==> config.mk <==
export PLATFORM = sky130hd
export DESIGN_NAME = cpsr_cond_unit
export DESIGN_NICKNAME = d
export VERILOG_FILES = /design/src/rtl/cpsr_cond_unit.sv
export SDC_FILE = /design/constraint.sdc
export NUM_CORES = 1
export LEC_CHECK = 0
export ABC_CLOCK_PERIOD_IN_PS = 2100
export CAP_MARGIN = 20
export CORE_MARGIN = 2
export CORE_UTILIZATION = 46
export DETAILED_ROUTE_END_ITERATION = 16
export PLACE_DENSITY = 0.84
export SYNTH_ARGS = -nofsm -noshare
export SYNTH_HDL_FRONTEND = slang
export SYNTH_SLANG_ARGS = --single-unit
==> constraint.sdc <==
create_clock -name clk -period 2.1 [get_ports clk]
set_input_delay 0.63 -clock clk [delete_from_list [all_inputs] [get_ports clk]]
set_output_delay 0.63 -clock clk [all_outputs]
set_load 0.01 [all_outputs]
==> src/rtl/cpsr_cond_unit.sv <==
// ARM-style condition check with a one-deep pending CPSR flag update.
// S-bit instructions that pass their condition make the block wait for the ALU flags.
`timescale 1ns/1ps

module cpsr_cond_unit #(
  parameter int WAIT_MAX = 15
) (
  input  logic       clk,
  input  logic       reset,
  input  logic       instr_valid,
  input  logic [3:0] instr_cond,
  input  logic       instr_set_flags,
  input  logic [3:0] alu_flags,
  input  logic       flags_valid,
  output logic       instr_ready,
  output logic       exec_en,
  output logic       skip,
  output logic [3:0] cpsr_flags,
  output logic       flags_pending,
  output logic       flag_err
);

  localparam int CNT_W = (WAIT_MAX < 2) ? 1 : $clog2(WAIT_MAX + 1);
  // A WAIT cycle that starts with the counter here is the WAIT_MAX-th one without flags.
  localparam logic [CNT_W-1:0] CNT_LAST = CNT_W'(WAIT_MAX - 1);

  typedef enum logic {
    ST_IDLE,
    ST_WAIT
  } state_t;

  typedef enum logic [3:0] {
    COND_EQ = 4'h0, COND_NE = 4'h1, COND_CS = 4'h2, COND_CC = 4'h3,
    COND_MI = 4'h4, COND_PL = 4'h5, COND_VS = 4'h6, COND_VC = 4'h7,
    COND_HI = 4'h8, COND_LS = 4'h9, COND_GE = 4'hA, COND_LT = 4'hB,
    COND_GT = 4'hC, COND_LE = 4'hD, COND_AL = 4'hE, COND_NV = 4'hF
  } cond_t;

  // Flag vector layout: [0]=Z, [1]=C, [2]=N, [3]=V.
  function automatic logic cond_pass(input logic [3:0] cond, input logic [3:0] f);
    logic z, c, n, v;
    z = f[0];
    c = f[1];
    n = f[2];
    v = f[3];
    case (cond)
      COND_EQ: cond_pass = z;
      COND_NE: cond_pass = !z;
      COND_CS: cond_pass = c;
      COND_CC: cond_pass = !c;
      COND_MI: cond_pass = n;
      COND_PL: cond_pass = !n;
      COND_VS: cond_pass = v;
      COND_VC: cond_pass = !v;
      COND_HI: cond_pass = c && !z;
      COND_LS: cond_pass = !c || z;
      COND_GE: cond_pass = (n == v);
      COND_LT: cond_pass = (n != v);
      COND_GT: cond_pass = !z && (n == v);
      COND_LE: cond_pass = z || (n != v);
      COND_AL: cond_pass = 1'b1;
      default: cond_pass = 1'b0;
    endcase
  endfunction

  state_t           state, state_nxt;
  logic [3:0]       cpsr_nxt;
  logic [CNT_W-1:0] wait_cnt, cnt_nxt;
  logic             err_nxt;
  logic [3:0]       eff_flags;
  logic             accept;
  logic             pass;
  logic             set_req;

  assign instr_ready   = (state == ST_IDLE) ? 1'b1 : flags_valid;
  assign flags_pending = (state == ST_WAIT);

  // Arriving ALU flags are forwarded to an instruction accepted in the same cycle.
  assign eff_flags = ((state == ST_WAIT) && flags_valid) ? alu_flags : cpsr_flags;
  assign accept    = instr_valid && instr_ready;
  assign pass      = cond_pass(instr_cond, eff_flags);
  assign set_req   = accept && pass && instr_set_flags;

  // NOTE: every output of this block gets a default first so no path holds a stale value (no latches).
  always_comb begin
    state_nxt = state;
    cpsr_nxt  = cpsr_flags;
    cnt_nxt   = wait_cnt;
    err_nxt   = flag_err;
    case (state)
      ST_IDLE: begin
        // Flags with nothing pending are a protocol error and are dropped.
        if (flags_valid) begin
          err_nxt = 1'b1;
        end
        if (set_req) begin
          state_nxt = ST_WAIT;
          cnt_nxt   = '0;
        end
      end
      ST_WAIT: begin
        if (flags_valid) begin
          cpsr_nxt = alu_flags;
          if (set_req) begin
            cnt_nxt = '0;
          end else begin
            state_nxt = ST_IDLE;
          end
        end else if (wait_cnt == CNT_LAST) begin
          err_nxt   = 1'b1;
          state_nxt = ST_IDLE;
          cnt_nxt   = '0;
        end else begin
          cnt_nxt = wait_cnt + 1'b1;
        end
      end
      default: begin
        state_nxt = ST_IDLE;
      end
    endcase
  end

  // NOTE: state registers use non-blocking assignments so all flops update from pre-edge values.
  always_ff @(posedge clk or posedge reset) begin
    if (reset) begin
      state      <= ST_IDLE;
      cpsr_flags <= 4'b0000;
      wait_cnt   <= '0;
      flag_err   <= 1'b0;
      exec_en    <= 1'b0;
      skip       <= 1'b0;
    end else begin
      state      <= state_nxt;
      cpsr_flags <= cpsr_nxt;
      wait_cnt   <= cnt_nxt;
      flag_err   <= err_nxt;
      exec_en    <= accept && pass;
      skip       <= accept && !pass;
    end
  end

endmodule

==> impl.org, run 1 <==
** Detailed routing
- Wirelength per Cell :: 15.66 µm
- In the routed layout, each cell is associated on average with a via count of 5.863.
- Across all layers, the routed design uses 768 vias.
- Before antenna repair, the detailed router went through 4 iterations.
- The count of nets left with antenna violations once routing finished came out at 0.
- The detailed router finished its first iteration with 28 violations.
- DRC violations left :: 0
- The routed design has 2052 µm of wire.

** Worst hold path
- Along the worst hold path, the cell count comes to 1.
- The path class of the tightest hold or removal check is flip-flop to flip-flop.

** Global routing
- Largest net degree at the start of global routing :: 13
- Residual overflow from global routing :: 0
- The via count of the first global-routing pass came to 775.
- Global-route wire length before repair :: 3339 µm
- Global-route usage over all layers :: 22.97%
- Number of antenna violations at the first check in global routing :: 0

** Die
- Die area :: 2070 µm²
- The die is 45.50 µm wide.
- 22 I/O pins were placed.
- Placeable Area :: 1559 µm²
- Number of cell rows :: 14
- Initial core utilization :: 50.80%
- The floorplan step set the die height to 45.50 µm.

** Final layout
- 0 antenna diodes ended up in the layout.
- Counting the fill cells in the layout gives 110.
- The finished cells cover 1171 µm².
- Once layout is complete, the utilization of the core stands at 75.12%.
- Cells with a size suffix above 1 make up 25.22% of the layout.
- After the last flow step, the layout net total stands at 129.
- Area occupied by multi-input gates :: 498.0 µm²
- From synthesis to final layout, the design area changed by 47.87%.
- The sequential cells in the finished layout cover a total of 300.3 µm².

** Place
- Placement-stage cell area :: 1092 µm²
- Buffers placed on the I/O ports in this run total 21.
- Worst slack after detailed placement :: -0.5398 ns
- The congestion estimate from routability-driven global placement came to 0.9533.
- Detailed placement HPWL :: 1456 µm

** Synthesis
- Yosys instantiated no cell more often than sky130_fd_sc_hd__dfrtp_1.
- The synthesized design contains 12 register bits.
- Dominant cells by area after synthesis :: sky130_fd_sc_hd__dfrtp_1 (38%), sky130_fd_sc_hd__nand2_1 (4.3%), sky130_fd_sc_hd__mux2i_1 (3.8%)
- In the synthesized netlist the dominant register cell turns out to be sky130_fd_sc_hd__dfrtp_1.
- The biggest area contributor in the post-synthesis netlist is sky130_fd_sc_hd__dfrtp_1.
- A synthesized cell averages 10.03 µm².
- Number of synthesized flops with an enable pin :: 0
- Number of nets in the synthesized netlist :: 92
- Number of distinct standard cells referenced by the synthesized netlist :: 36
- Area share of the largest cell type after synthesis :: 37.91%
- Synthesis produced 79 cells.
- Summing every instance area after synthesis gives 792.0 µm².
- Post-synth top cells :: sky130_fd_sc_hd__dfrtp_1 (12), sky130_fd_sc_hd__nand2_1 (9), sky130_fd_sc_hd__nor2_1 (6)
- After synthesis, the share of flip-flops with an asynchronous set or reset is 100.0%.
- Summing the sequential cell areas from Yosys gives 37.91% of the chip area.
- Yosys synthesis warning count :: 0

** Timing
- Worst relative slew slack :: 68.36%
- Worst Skew :: 0.007668 ns
- Static timing analysis puts the maximum clock frequency at 490.2 MHz.
- The number of slew-limit violations in the final report is 0.
- Shortest period the worst path allows :: 2.040 ns
- Share of the clock period used by the worst path after layout :: 97.15%
- Fin worst setup slack :: 0.05994 ns
- Setup repair after global routing left no endpoint under its margin.
- At the pin with the least slew margin, the transition time is 0.4741 ns.
- Hold timing on the final database bottoms out at a slack of 0.5019 ns.
- Setup violations remaining at the end of the flow were counted as 0.
- Hold violation total from the final report :: 0

** Clocking
- Total clock sinks :: 12
- Clock latency reported for the late side of the worst-skew pair :: 0.28 ns
- TritonCTS built the clock tree.
- Total of hold buffers inserted after clock tree synthesis :: 0
- In this run, CTS created clock tree buffers numbering 3.
- After clock tree synthesis, the clock-pin slew on the worst setup and hold paths is 0.08 ns.
- Root buffer cell :: sky130_fd_sc_hd__clkbuf_4
- H-tree depth reported by CTS :: 1
- Counting along the longest clock path gives a buffer depth of 2.

** Power and ir drop
- The analysis attributes to cell leakage a power of 0.0005388 µW.
- Internal power consumption :: 793.1 µW
- Net switching is 37.08% of the power.
- For this design the ratio of total power to cell area is 1076 nW/µm².
- Comb power frac :: 51.6%
- Across the VDD grid, the largest voltage drop is 0.0006819 V.
- Net switching power of the design :: 467.4 µW
- The clock network burns 14.9% of the power.
- Of the total power, registers draw 33.5%.

** Critical path
- Startpoint type of the worst setup path :: primary input
- The worst setup path is of the primary input to flip-flop kind.
- Worst r2r path cells :: 7
- Max Fanout on Critical Path :: 7
- Arrival time at the worst endpoint :: 2.22 ns
- At the worst endpoint, the required time is 2.28 ns.
- Worst setup EP type :: flip-flop

** Outcome
- The flow ran to the end, and the final reports show no timing, DRC or antenna violations.

** Run
- Max-capacitance violation count :: 0
worst paths after layout:
check	from	end	slack, ns
max	flags_valid	flags_pending$_DFF_PP0_	0.06
min	flag_err$_DFFE_PP0P_	flag_err$_DFFE_PP0P_	0.50
max reg2reg	flags_pending$_DFF_PP0_	flags_pending$_DFF_PP0_	0.17
min reg2reg	flag_err$_DFFE_PP0P_	flag_err$_DFFE_PP0P_	0.50
max in group asynchronous	reset	wait_cnt[0]$_DFF_PP0_	1.12
min in group asynchronous	reset	wait_cnt[3]$_DFF_PP0_	0.65
repair_timing:
action	CTS	global route
endpoints found under the hold margin	0	0
setup buffers	1	1
resized for setup	13	5
pin swaps	6	3
endpoints found under the setup margin	8	6
power groups by stage:
stage	clock network, µW	registers, µW	logic (µW)
after floorplan	0	427	305
after global placement	0	415	558
after detailed placement	0	424	568
after CTS	190	420	594
after global routing	202	434	689
final	187	422	651
placed cells by master, fill, tap and decap left out, types with 2 or more instances in the layout:
cell type,count
sky130_fd_sc_hd__dfrtp_1,12
sky130_fd_sc_hd__clkdlybuf4s15_1,2
sky130_fd_sc_hd__nand2_1,9
sky130_fd_sc_hd__nor2_1,5
sky130_fd_sc_hd__and3_1,2
sky130_fd_sc_hd__inv_1,4
sky130_fd_sc_hd__clkdlybuf4s50_1,12
sky130_fd_sc_hd__xnor2_1,2
sky130_fd_sc_hd__a21oi_1,4
sky130_fd_sc_hd__mux2_2,2
sky130_fd_sc_hd__mux2i_1,2
sky130_fd_sc_hd__buf_4,12
sky130_fd_sc_hd__dlymetal6s2s_1,2
sky130_fd_sc_hd__a211o_1,2
sky130_fd_sc_hd__nor3_1,2
sky130_fd_sc_hd__o21ai_0,2
sky130_fd_sc_hd__nor3b_1,4
sky130_fd_sc_hd__clkbuf_4,3
sky130_fd_sc_hd__a21o_1,2
sky130_fd_sc_hd__dlygate4sd2_1,4
routing by layer:
| metal | global-route usage, % | vias to the layer above | wire length (µm) |
|---|---|---|---|
| met1 | 30.96 | 375 | 971 |
| met3 | 3.571 | 4 | 65 |
| met5 | 0 | - | 0 |
| met2 | 36.62 | 16 | 991 |
| met4 | 9.412 | 0 | 23 |
| li1 | - | 373 | - |
area by class of cell:
class,instances,share of cell area (%)
tap,16,1.709
multi-input combinational,62,42.52
timing repair buffer,33,25.75
inverter,4,1.282
clock buffer,4,3.098
sequential,12,25.64
stage by stage:
stage               TNS [ns]  total power [µW]  std cells
floorplan                  0             731.6         79
global placement      -4.086             973.0        125
detailed placement    -3.904             991.5        125
CTS                        0              1204        130
global route               0              1325        131
finish                     0              1261        131
cells by family after synthesis:
logic type	count (synthesis)	share of synthesized area, %
simple gates	29	19.75
compound gates	23	22.91
flops	12	37.91
mux	8	14.69
buf+inv	5	2.526
xor+xnor	2	2.212
critical path, stage by stage:
cell,delay [ns]
sky130_fd_sc_hd__clkdlybuf4s15_2,0.22
sky130_fd_sc_hd__nand2_4,0.13
sky130_fd_sc_hd__buf_4,0.13
sky130_fd_sc_hd__a21o_1,0.21
sky130_fd_sc_hd__mux2i_1,0.12
sky130_fd_sc_hd__a32o_2,0.24
sky130_fd_sc_hd__a211o_4,0.37
sky130_fd_sc_hd__o21a_1,0.17
sequential cells by signal, indices dropped and copies added (netlist names):
signal / cells
cpsr_flags: 4
wait_cnt: 4
exec_en: 1
flag_err: 1
flags_pending: 1
skip: 1
Note: power is estimated with default switching activity, not from simulation.
==> run 2: changes to the inputs <==
- PLACE_DENSITY: 0.84 -> 0.81
==> impl.org, run 2 (same netlist as run 1, synthesis figures left out) <==
** Die
- In this run the standard cell core region covers 1559 µm².
- For this design the top-level I/O count stands at 22.
- The floorplan has 14 rows.
- Die area :: 2070 µm²
- Vertical extent of the die :: 45.50 µm
- Measured along the x axis, the die boundary spans 45.50 µm.
- Initial core utilization :: 50.80%

** Timing
- Setup violations remaining at the end of the flow were counted as 0.
- At the pin with the least slew margin, the transition time is 0.4673 ns.
- Number of pins exceeding their max-slew limit in the final report :: 0
- For the finished layout, the period the worst path requires is 2.050 ns.
- The hold violation total from the final report was 0.
- Worst relative slew slack :: 68.81%
- Share of the clock period used by the worst path after layout :: 97.61%
- Timing would allow up to 487.9 MHz.
- Min Hold Slack :: 0.5092 ns
- Worst Skew :: 0.009231 ns

** Critical path
- Worst reg2reg startpoint :: flags_pending$_DFF_PP0_
- In this design, the stage delay of the slowest critical-path cell is 0.53 ns.
- Slack of the worst reg-to-reg path :: 0.13 ns
- Data on the critical path is required at its endpoint by 2.24 ns.
- Worst setup EP type :: flip-flop
- Largest delay contributor family on the critical path :: compound AO/OA/AOI/OAI gates
- Worst Path Buf+Inv :: 2
- STA classifies the critical path startpoint as a primary input.
- Max Fanout on Critical Path :: 8
- The critical path goes through dlygate4sd2_1 -> buf_4 -> or4bb_1 -> o22ai_2 -> a211o_1 -> a211o_4 -> a31oi_2.
- Worst Setup SP :: instr_cond[2]
- Worst setup path category :: primary input to flip-flop
- Data on the critical path arrives at its endpoint at 2.19 ns.
- Slowest stage cell, crit path :: sky130_fd_sc_hd__or4bb_1

** Power and ir drop
- Tot Pwr :: 1227 µW
- The worst-case IR drop observed on VDD is 0.0008279 V.
- Dividing total power by cell area gives a power density of 1049 nW/µm².
- Leakage power figure :: 0.0005458 µW

** Final layout
- Number of nets in the finished design :: 131
- In the final layout, the registers with the most flip-flops are cpsr_flags: 4 flops, wait_cnt: 4 flops.
- Leaving out fill and tap cells, the most frequent cells in the layout are sky130_fd_sc_hd__buf_4 (14), sky130_fd_sc_hd__dfrtp_1 (12), sky130_fd_sc_hd__clkdlybuf4s50_1 (11), sky130_fd_sc_hd__nand2_1 (9), sky130_fd_sc_hd__dlygate4sd2_1 (6).
- The library cell used most frequently in the layout, excluding fill and tap cells, is sky130_fd_sc_hd__buf_4.
- Final instance area :: 1170 µm²
- The area growth from synthesis to layout is 47.71%.
- Once layout is complete, the utilization of the core stands at 75.04%.
- Share of post-route cells with drive strength above 1 :: 26.72%
- ANT cells :: 0
- The finished layout holds 132 standard cells, fillers aside.

** Detailed routing
- Overall routed net length :: 2144 µm
- DRC violations left :: 0
- Vias per cell :: 5.985
- Detailed-router iteration count before antenna repair :: 4
- Dividing the detail-routed wire length by the instance count gives 16.24 µm.
- DR vias :: 790
- Remaining number of nets flagged by the antenna check after routing :: 0
- Number of violations reported at the end of detailed-routing iteration 0 :: 14

** Clocking
- CTS tree :: yes
- H-tree depth reported by CTS :: 1
- Post-CTS clock slew at the launch and capture registers of the worst setup and hold paths :: 0.08 ns
- Total clock sinks :: 12
- TritonCTS created 3 clock buffers.
- For the worst-skew pair, the clock arrives at the later sink with an insertion delay of 0.27 ns.
- The tree is rooted in a sky130_fd_sc_hd__clkbuf_4.
- In this run the deepest clock path goes through 2 buffers.

** Global routing
- The via count of the first global-routing pass is 768.
- Global-route usage over all layers :: 23.45%
- The number of antenna violations at the first check in global routing is 0.
- Largest net degree at the start of global routing :: 13
- The first global-routing pass estimated 3353 µm of wire.
- Global routing finished with a remaining overflow of 0.

** Place
- The congestion estimate from routability-driven global placement came to 0.9093.
- Placement-stage cell area :: 1085 µm²
- Input and output buffers added on the ports amount to 21.
- Count of placed standard cells including taps :: 124
- Detailed placement HPWL :: 1537 µm

** Worst hold path
- Class of the tightest hold or removal check :: flip-flop to flip-flop
- The worst hold path begins at flag_err$_DFFE_PP0P_.

** Outcome
- The flow ran to the end, and the final reports show no timing, DRC or antenna violations.

** Run
- Max-cap violations in this run came to 0.
run 2: changes by cell type in the layout (fill, tap and decap cells not counted):
cell | previous run | this run
sky130_fd_sc_hd__clkdlybuf4s15_2 | 1 | 0
sky130_fd_sc_hd__buf_2 | 0 | 1
sky130_fd_sc_hd__clkdlybuf4s15_1 | 2 | 1
sky130_fd_sc_hd__clkdlybuf4s50_1 | 12 | 11
sky130_fd_sc_hd__o22ai_2 | 0 | 1
sky130_fd_sc_hd__clkbuf_8 | 1 | 0
sky130_fd_sc_hd__buf_4 | 12 | 14
sky130_fd_sc_hd__dlygate4sd2_1 | 4 | 6
sky130_fd_sc_hd__o22ai_1 | 1 | 0
run 2: worst paths after layout:
kind / to / cells past startpoint
hold reg to reg: flag_err$_DFFE_PP0P_ / 1
setup / recovery: wait_cnt[2]$_DFF_PP0_ / 7
min in group asynchronous: wait_cnt[2]$_DFF_PP0_ / 2
hold / removal: flag_err$_DFFE_PP0P_ / 1
max in group asynchronous: wait_cnt[0]$_DFF_PP0_ / 2
setup reg to reg: flags_pending$_DFF_PP0_ / 7
run 2: metal layers:
metal  GRT usage [%]  share of wire, %  up-vias
met4           11.76               2.8        0
li1                -                 -      379
met5               0                 0        -
met2           41.97                53       19
met3           5.159               3.3        8
met1           25.57                41      384
run 2: layout make-up:
cell class	count	area, µm²
inverter	4	15.01
multi-input combinational	62	504.2
tap	16	20.02
clock buffer	3	22.52
timing repair buffer	35	307.8
fill	121	389.1
sequential	12	300.3
run 2: timing repair:
| action | CTS | global route |
|---|---|---|
| endpoints found under the setup margin | 8 | 7 |
| pin swaps | 6 | 6 |
| buffers inserted | 4 | 1 |
| hold buffers | 0 | 0 |
| resized for setup | 14 | 6 |
run 2: worst reg2reg max path, stage by stage (launching register included):
cell,delay [ns]
sky130_fd_sc_hd__dfrtp_1,0.44
sky130_fd_sc_hd__nand2_4,0.14
sky130_fd_sc_hd__buf_4,0.13
sky130_fd_sc_hd__a21o_1,0.19
sky130_fd_sc_hd__o22ai_2,0.11
sky130_fd_sc_hd__a211o_1,0.31
sky130_fd_sc_hd__a211o_4,0.36
sky130_fd_sc_hd__o21a_1,0.19
run 2: per-stage QoR:
stage          setup TNS, ns  setup slack [ns]
3_3_place_gp          -3.907           -0.5581
6_report                   0           0.05022
5_1_grt            -0.003312         -0.003129
2_1_floorplan              0         0.0004463
4_1_cts                    0           0.02477
3_5_place_dp          -4.246           -0.5936
run 2: report_power, final:
part | internal, µW | switching, µW
Clock | 66.2 | 73.7
Combinational | 385 | 278
Sequential | 317 | 108
